**config.mk**
```make
export PLATFORM = sky130hd
export DESIGN_NAME = inst_encoder
export DESIGN_NICKNAME = d
export VERILOG_FILES = /design/src/rtl/inst_encoder.sv
export SDC_FILE = /design/constraint.sdc
export NUM_CORES = 1
export LEC_CHECK = 0
export ABC_AREA = 1
export BUFFER_PORTS_ARGS = -buffer_cell sky130_fd_sc_hd__clkbuf_2
export CAP_MARGIN = 0
export CORE_ASPECT_RATIO = 1.5
export CORE_MARGIN = 2
export CORE_UTILIZATION = 50
export DETAILED_ROUTE_END_ITERATION = 7
export PLACE_DENSITY = 0.79
export SETUP_SLACK_MARGIN = 0.5
export SLEW_MARGIN = 20
export SYNTH_ARGS = -nofsm -noshare
export SYNTH_HDL_FRONTEND = slang
export SYNTH_SLANG_ARGS = --single-unit
export TNS_END_PERCENT = 5
```
**constraint.sdc**
```tcl
create_clock -name clk -period 2.43 [get_ports clk]
set_input_delay 0.243 -clock clk [delete_from_list [all_inputs] [get_ports clk]]
set_output_delay 0.243 -clock clk [all_outputs]
set_load 0.005 [all_outputs]
```
**src/rtl/inst_encoder.sv**
```systemverilog
// Instruction-field encoder for program loading: packs (op, rd, rs, imm) tuples into
// 16-bit words, buffers them in a small FIFO and streams them to the IMEM write port.
module inst_encoder #(
  parameter int          DEPTH     = 4,
  parameter int          ADDR_W    = 8,
  parameter int unsigned BASE_ADDR = 0
) (
  input  logic              clk,
  input  logic              rst_n,
  input  logic              start,
  input  logic              in_valid,
  output logic              in_ready,
  input  logic              in_fmt,
  input  logic [4:0]        in_op,
  input  logic [2:0]        in_rd,
  input  logic [2:0]        in_rs,
  input  logic [7:0]        in_imm,
  input  logic              in_last,
  output logic              imem_we,
  input  logic              imem_ready,
  output logic [ADDR_W-1:0] imem_addr,
  output logic [15:0]       imem_wdata,
  output logic [ADDR_W:0]   word_count,
  output logic              err_imm,
  output logic              err_wrap,
  output logic              done
);

  localparam int PTR_W = $clog2(DEPTH);
  localparam logic [ADDR_W-1:0] BASE = ADDR_W'(BASE_ADDR);

  typedef enum logic [1:0] {IDLE, LOAD, FLUSH, DONE} state_t;

  state_t         state;
  logic [15:0]    mem [DEPTH];
  logic [PTR_W:0] wr_ptr;
  logic [PTR_W:0] rd_ptr;

  logic        empty;
  logic        full;
  logic        accept;
  logic        imm_bad;
  logic        push;
  logic        pop;
  logic [15:0] word;

  // Extra pointer MSB distinguishes full from empty when the indices match.
  assign empty = (wr_ptr == rd_ptr);
  assign full  = (wr_ptr[PTR_W] != rd_ptr[PTR_W]) &&
                 (wr_ptr[PTR_W-1:0] == rd_ptr[PTR_W-1:0]);

  assign in_ready = (state == LOAD) && !full;
  assign accept   = in_valid && in_ready;
  assign imm_bad  = !in_fmt && (in_imm[7:5] != 3'b000);
  assign push     = accept && !imm_bad;

  assign imem_we    = !empty;
  assign pop        = imem_we && imem_ready;
  assign imem_wdata = empty ? 16'h0000 : mem[rd_ptr[PTR_W-1:0]];

  assign word = in_fmt ? {in_imm, in_rd, in_op}
                       : {in_imm[4:0], in_rs, in_rd, in_op};

  // NOTE: the storage array has no reset; stale entries are never visible because
  // imem_wdata is forced to zero whenever the FIFO is empty.
  always_ff @(posedge clk) begin
    if (push) mem[wr_ptr[PTR_W-1:0]] <= word;
  end

  // NOTE: all sequential state uses non-blocking assignments so every block sees
  // the pre-edge values regardless of evaluation order.
  always_ff @(posedge clk or negedge rst_n) begin
    if (!rst_n) begin
      wr_ptr <= '0;
      rd_ptr <= '0;
    end else begin
      if (push) wr_ptr <= wr_ptr + 1'b1;
      if (pop)  rd_ptr <= rd_ptr + 1'b1;
    end
  end

  always_ff @(posedge clk or negedge rst_n) begin
    if (!rst_n) begin
      state      <= IDLE;
      imem_addr  <= BASE;
      word_count <= '0;
      err_imm    <= 1'b0;
      err_wrap   <= 1'b0;
      done       <= 1'b0;
    end else begin
      done <= 1'b0;

      if (pop) begin
        imem_addr  <= imem_addr + 1'b1;
        word_count <= word_count + 1'b1;
        if (imem_addr == {ADDR_W{1'b1}}) err_wrap <= 1'b1;
      end

      if (accept && imm_bad) err_imm <= 1'b1;

      case (state)
        IDLE: begin
          if (start) begin
            state      <= LOAD;
            imem_addr  <= BASE;
            word_count <= '0;
            err_imm    <= 1'b0;
            err_wrap   <= 1'b0;
          end
        end
        LOAD: begin
          if (accept && in_last) state <= FLUSH;
        end
        FLUSH: begin
          // Session ends only once every queued word has reached IMEM.
          if (empty) begin
            state <= DONE;
            done  <= 1'b1;
          end
        end
        DONE:    state <= IDLE;
        default: state <= IDLE;
      endcase
    end
  end

endmodule
```
# --- Word-level counts from Yosys, hierarchy flattened ---
# Memory sizes are Yosys's and may differ from the RTL's.
# Cells that the tools add are included.
totals:
  register_bits: 28
  latchBits: 0
  mem_bits_rw: 64
  rom_bits: 0
  in_bits: 26
  output_inout_bits: 38
  word_cells: 61
  memories: 1
op_classes:
  n_addsub: 4
  mul: 0
  n_div: 0
  magnitude_cmp: 0
  eq_ne: 10
  shift: 0
  mux: 23
  n_bitwise: 0
  n_reduce_logical: 15
memory_table:
  columns: ["memory", "depth", "word_bits", "read_ports", "rd_clocked_by_memory_dff", "write_ports", "line_no", "text"]
  rows:
  - ["mem", 4, 16, 1, 0, 1, "35", "logic [15:0] mem [DEPTH];"]
ops:
  columns: ["operator", "count"]
  rows:
  - ["2-to-1 mux 16 bit", 2]
  - ["2-to-1 mux 9 bit", 3]
  - ["2-to-1 mux 8 bit", 3]
  - ["2-to-1 mux 1 bit", 11]
  - ["adder 9 x 1 -> 9 bit, second input constant", 1]
  - ["adder 8 x 1 -> 8 bit, second input constant", 1]
  - ["equality test 8 bit, second input constant", 1]
  - ["logical AND 1 bit", 8]
  - ["case mux 2 bit (4 select lines)", 1]
  - ["adder 3 x 1 -> 3 bit, second input constant", 2]
  - ["2-to-1 mux 2 bit", 3]
  - ["equality test 2 bit, second input constant", 2]
  - ["logical NOT 1 bit", 4]
  - ["!= test 2 bit, second input constant", 2]
  - ["equality test 3 bit", 1]
  - ["AND reduction 3 bit", 1]
  - ["nonzero test 3 bit", 1]
  - ["equality test 2 x 1 -> 1 bit, second input constant", 1]
  - ["equality test 2 bit", 1]
  - ["logical NOT 2 bit", 1]
  - ["!= test 2 x 1 -> 1 bit, second input constant", 1]
  - ["!= test 1 bit", 1]

# --- Depth between registers and ports, before layout ---
depth:
  ltp_word: 9
  ltp_mapped: 10

# --- Worst setup path after synthesis ---
# No wires, ideal clock.
synth_path:
  path_type: "flip-flop to flip-flop"
  from: "register rd_ptr[0]"
  to: "memory mem[0][0], enable pin"
  setup_time_ps: 389
  arrival_ps: 1784
  required_time_ps: 2041
  setup_slack_ps: 257
  path_stages_with_launch: 9
  n_path_buf: 1
  path_cell_list: "dfrtp_1 -> buf_4 -> nand2_1 -> nand2_1 -> nand3_1 -> nand3_2 -> nor2_4 -> inv_2 -> nor2_1"
synth_via:
  elab_chain_cells: 8
synth_lines:
  columns: ["element", "line_no", "text"]
  rows:
  - ["from (decl)", "37", "logic [PTR_W:0] rd_ptr;"]
  - ["from (signal assigned)", "78", "if (pop) rd_ptr <= rd_ptr + 1'b1;"]
  - ["equality test 2 bit", "50", "(wr_ptr[PTR_W-1:0] == rd_ptr[PTR_W-1:0]);"]
  - ["logical AND 1 bit", "49", "assign full = (wr_ptr[PTR_W] != rd_ptr[PTR_W]) &&"]
  - ["logical NOT 1 bit", "52", "assign in_ready = (state == LOAD) && !full;"]
  - ["logical AND 1 bit", "52", null]
  - ["logical AND 1 bit", "53", "assign accept = in_valid && in_ready;"]
  - ["logical AND 1 bit", "55", "assign push = accept && !imm_bad;"]
  - ["2-to-1 mux 1 bit", "67", "if (push) mem[wr_ptr[PTR_W-1:0]] <= word;"]
  - ["2-to-1 mux 1 bit (not written as such)", "67", null]
  - ["to (decl)", "35", null]
# No other way between the ends.

# --- Worst setup path in the final report ---
layout_path:
  from: "register wr_ptr[0]"
  to: "memory mem[0][0], enable pin"
layout_via:
  elab_chain_cells: 8
layout_lines:
  columns: ["element", "line_no", "text"]
  rows:
  - ["from (decl)", "36", "logic [PTR_W:0] wr_ptr;"]
  - ["from (signal assigned)", "77", "if (push) wr_ptr <= wr_ptr + 1'b1;"]
  - ["equality test 2 bit", "50", null]
  - ["logical AND 1 bit", "49", null]
  - ["logical NOT 1 bit", "52", null]
  - ["logical AND 1 bit", "52", null]
  - ["logical AND 1 bit", "53", null]
  - ["logical AND 1 bit", "55", null]
  - ["2-to-1 mux 1 bit", "67", null]
  - ["2-to-1 mux 1 bit (not written as such)", "67", null]
# Parallel ways exist; a longest one is shown, timed or not.

==> results.md <==
- Core area: about 0.0084 mm^2
- GRT overflow: 0
- Critical Path Sink Type: register
- Static leakage: between 2 and 2.5 nW
- Most common cell after layout, fill and taps aside: nand2_1
- Inserted Clock Buffers: 9
- Clock buffer depth: 2
- Power density over the cells: 1105 mW/mm^2
- CP bufs+invs: 3
- FF-to-FF End: mem[0][0]
- Worst Setup SP: wr_ptr[0]
- Drt initial violations: 224
- Max-slew headroom: around half
- Top delay family on crit path: simple AND/OR/NAND/NOR gates
- Die Y: around 120 um
- WL met3: about 520 um
- FF-to-FF path depth: 9
- Worst-margin pin slew: around 720 ps
- Flop and latch count out of synthesis: between 90 and 100
- Min-Delay Path Class: input port to register
- Synth warn: 0
- Setup crit start kind: register
- Seq/Total Area, Yosys: 60.56%
- Routed WL: a little over 10000 um
- Total Power: 5.752 mW
- Initial DRT Pass Iterations: 5
- Number of global-route vias before repair: approximately 3300
- # rows: a little over 40
- Syn Std Cell Area: ~0.0043 mm^2
- Area Overhead vs Synth: 20.17%
- Fmax: about 530 MHz
- Max VDD drop: approximately 790 uV
- GRT Overall Usage: between 20 and 25%
- FF-to-FF Start: wr_ptr[0]
- Max-cap violation count: 0
- Initial antenna violation count: 0
- DP HPWL: about 6300 um
- Final Cycle Share: just under 80%
- First-pass GRT wire length: between 15000 and 20000 um
- Vias/cell: about 5.4
- Placer Congestion: slightly above 0.8
- Final Hold Fails: 0
- Num ports: 64
- Starting density of the core: 51.47%
- CP Max Fanout: 8
- RSZ-0062 raised after global routing: yes
- Critical Path Stages: 9
- CP cell instances: inv_1 > nand2_1 > nand2_2 > nand3_2 > nand3_2 > nor2_4 > inv_2 > nor2_4 > buf_6
- Syn avg cell area: roughly 10 um^2
- Post-synth cell types: 34
- Post-DP Area: ~0.0047 mm^2
- Most frequent cells in the layout: nand2_1, edfxtp_1, clkbuf_2
- Largest stage delay on the critical path: approximately 420 ps
- Fin. max-slew vios: 0
- Non-filler cells in the finished layout: approximately 630
- Tmin final: approximately 1900 ps
- Ant diodes: 0
- Final Net Count: 550
- H-tree Lvls: 3
- Slowest-stage cell, CP: dfrtp_2
- ANT nets after route: 0
- Share of layout cells above drive strength 1: 22.97%
- CP Class: register to register
- Hold WS: 116.9 ps
- Num Clock Sinks: 92
- Req. time, crit path: approximately 2500 ps
- R2R Setup Slk: 550 ps
- Status: finished clean
- Residual DRC: 0
- CP arrival: 1930 ps
- IO Port Bufs: 63
- Top Layer Used: met4
- Post-route cell area: around 0.0052 mm^2
- Die W: 79.99 um
- Syn_nets: about 470
- Placed Cells: 598
- Setup violators final: 0
- End of the critical path: mem[0][0]
- M1 WL: ~4000 um
- Worst Clk Skew: between 7 and 8 ps
- Pin count of the biggest net entering global routing: 34
- Mapped Cells: roughly 440
- TritonCTS clock tree: done
- Worst-Skew Late Latency: 350 ps
- Vias: about 3400
- Setup TNS: 0 ps
- Die ar.: about 0.0094 mm^2
- Routed WL per cell: between 15 and 20 um
- Met2 WL: about 5400 um
- Clk root buf: clkbuf_16
- Worst-path clk slew: roughly 70 ps
cells in the mapped netlist, drive strengths merged:
master / number / share of area (%)
o21ai: 45 / 5.3
dfrtp: 28 / 16
edfxtp: 64 / 44
clkbuf: 9 / 0.78
o22ai: 16 / 2.3
nor3b: 1 / 0.17
or2: 1 / 0.14
nor3: 4 / 0.46
nand4: 3 / 0.43
nand2: 99 / 8.9
a22oi: 5 / 0.87
buf: 6 / 1.5
clkinv: 1 / 0.087
xnor2: 2 / 0.40
xor2: 8 / 1.6
nor2: 55 / 4.9
nand3: 11 / 1.7
o21bai: 2 / 0.52
inv: 52 / 4.7
nand3b: 1 / 0.17
a21oi: 11 / 1.4
ha: 11 / 3.2
area by class of cell:
class / instances / area (um^2)
timing repair buffer: 81 / 499.2
inverter: 53 / 211.5
multi-input combinational: 276 / 1459
clock inverter: 7 / 50.05
clock buffer: 9 / 225.2
sequential: 92 / 2625
tap: 107 / 133.9
fill: 671 / 3209
through the flow:
stage          setup WS [ps]  util, %
2_1_floorplan          257.1        -
3_3_place_gp           498.4    56.37
3_5_place_dp           357.1    56.37
4_1_cts                468.1    60.59
5_1_grt                462.1    61.85
6_report               548.4    61.85
logic make-up (layout without fill, tap and decap cells):
logic type	after synthesis	count (layout)	share of synthesized area [%]
simple gates	175	176	16.87
flops	92	92	60.56
compound gates	79	79	10.34
buf+inv	68	150	7.021
fa+ha+maj	11	11	3.178
xor+xnor	10	10	2.023
flip-flops by register name, indices dropped and copies added, names as in the netlist:
signal / cells
rd_ptr: 3
imem_addr: 8
done: 1
err_imm: 1
word_count: 9
wr_ptr: 3
mem: 64
state: 2
err_wrap: 1
how the worst min path moves through the flow:
stage                     startpoint            to  slack [ps]  cells after the start
after floorplan                rst_n          done         -50                      0
after global placement         rst_n  imem_addr[2]         320                      1
after detailed placement       rst_n  imem_addr[1]         330                      1
after CTS                   in_op[2]     mem[3][2]         110                      1
after global routing        in_rd[0]     mem[1][5]         110                      1
final                       in_rd[0]     mem[1][5]         120                      1
report_power, final:
part / switching, mW / internal, mW / total [mW]
sequential: 0.192 / 1.89 / 2.08
combinational: 1.48 / 0.892 / 2.37
clock: 0.603 / 0.696 / 1.30
repair_timing:
| item | 4_1_cts | 5_1_grt |
|---|---|---|
| setup endpoints to repair | 98 | 87 |
| pin swaps | 1 | 1 |
| endpoints found under the hold margin | 28 | 0 |
| gates cloned | 3 | 2 |
| hold buffers | 1 | 0 |
| setup buffers | 0 | 5 |
| resized for setup | 15 | 19 |
layer usage:
| layer | vias to the layer above | track usage [%] |
|---|---|---|
| met1 | 1624 | 25.56 |
| met2 | 134 | 38.39 |
| met3 | 30 | 5.368 |
| met5 | - | 0 |
| met4 | 0 | 10.49 |
| li1 | 1609 | - |
No activity file was read; power rests on OpenSTA's default activity.
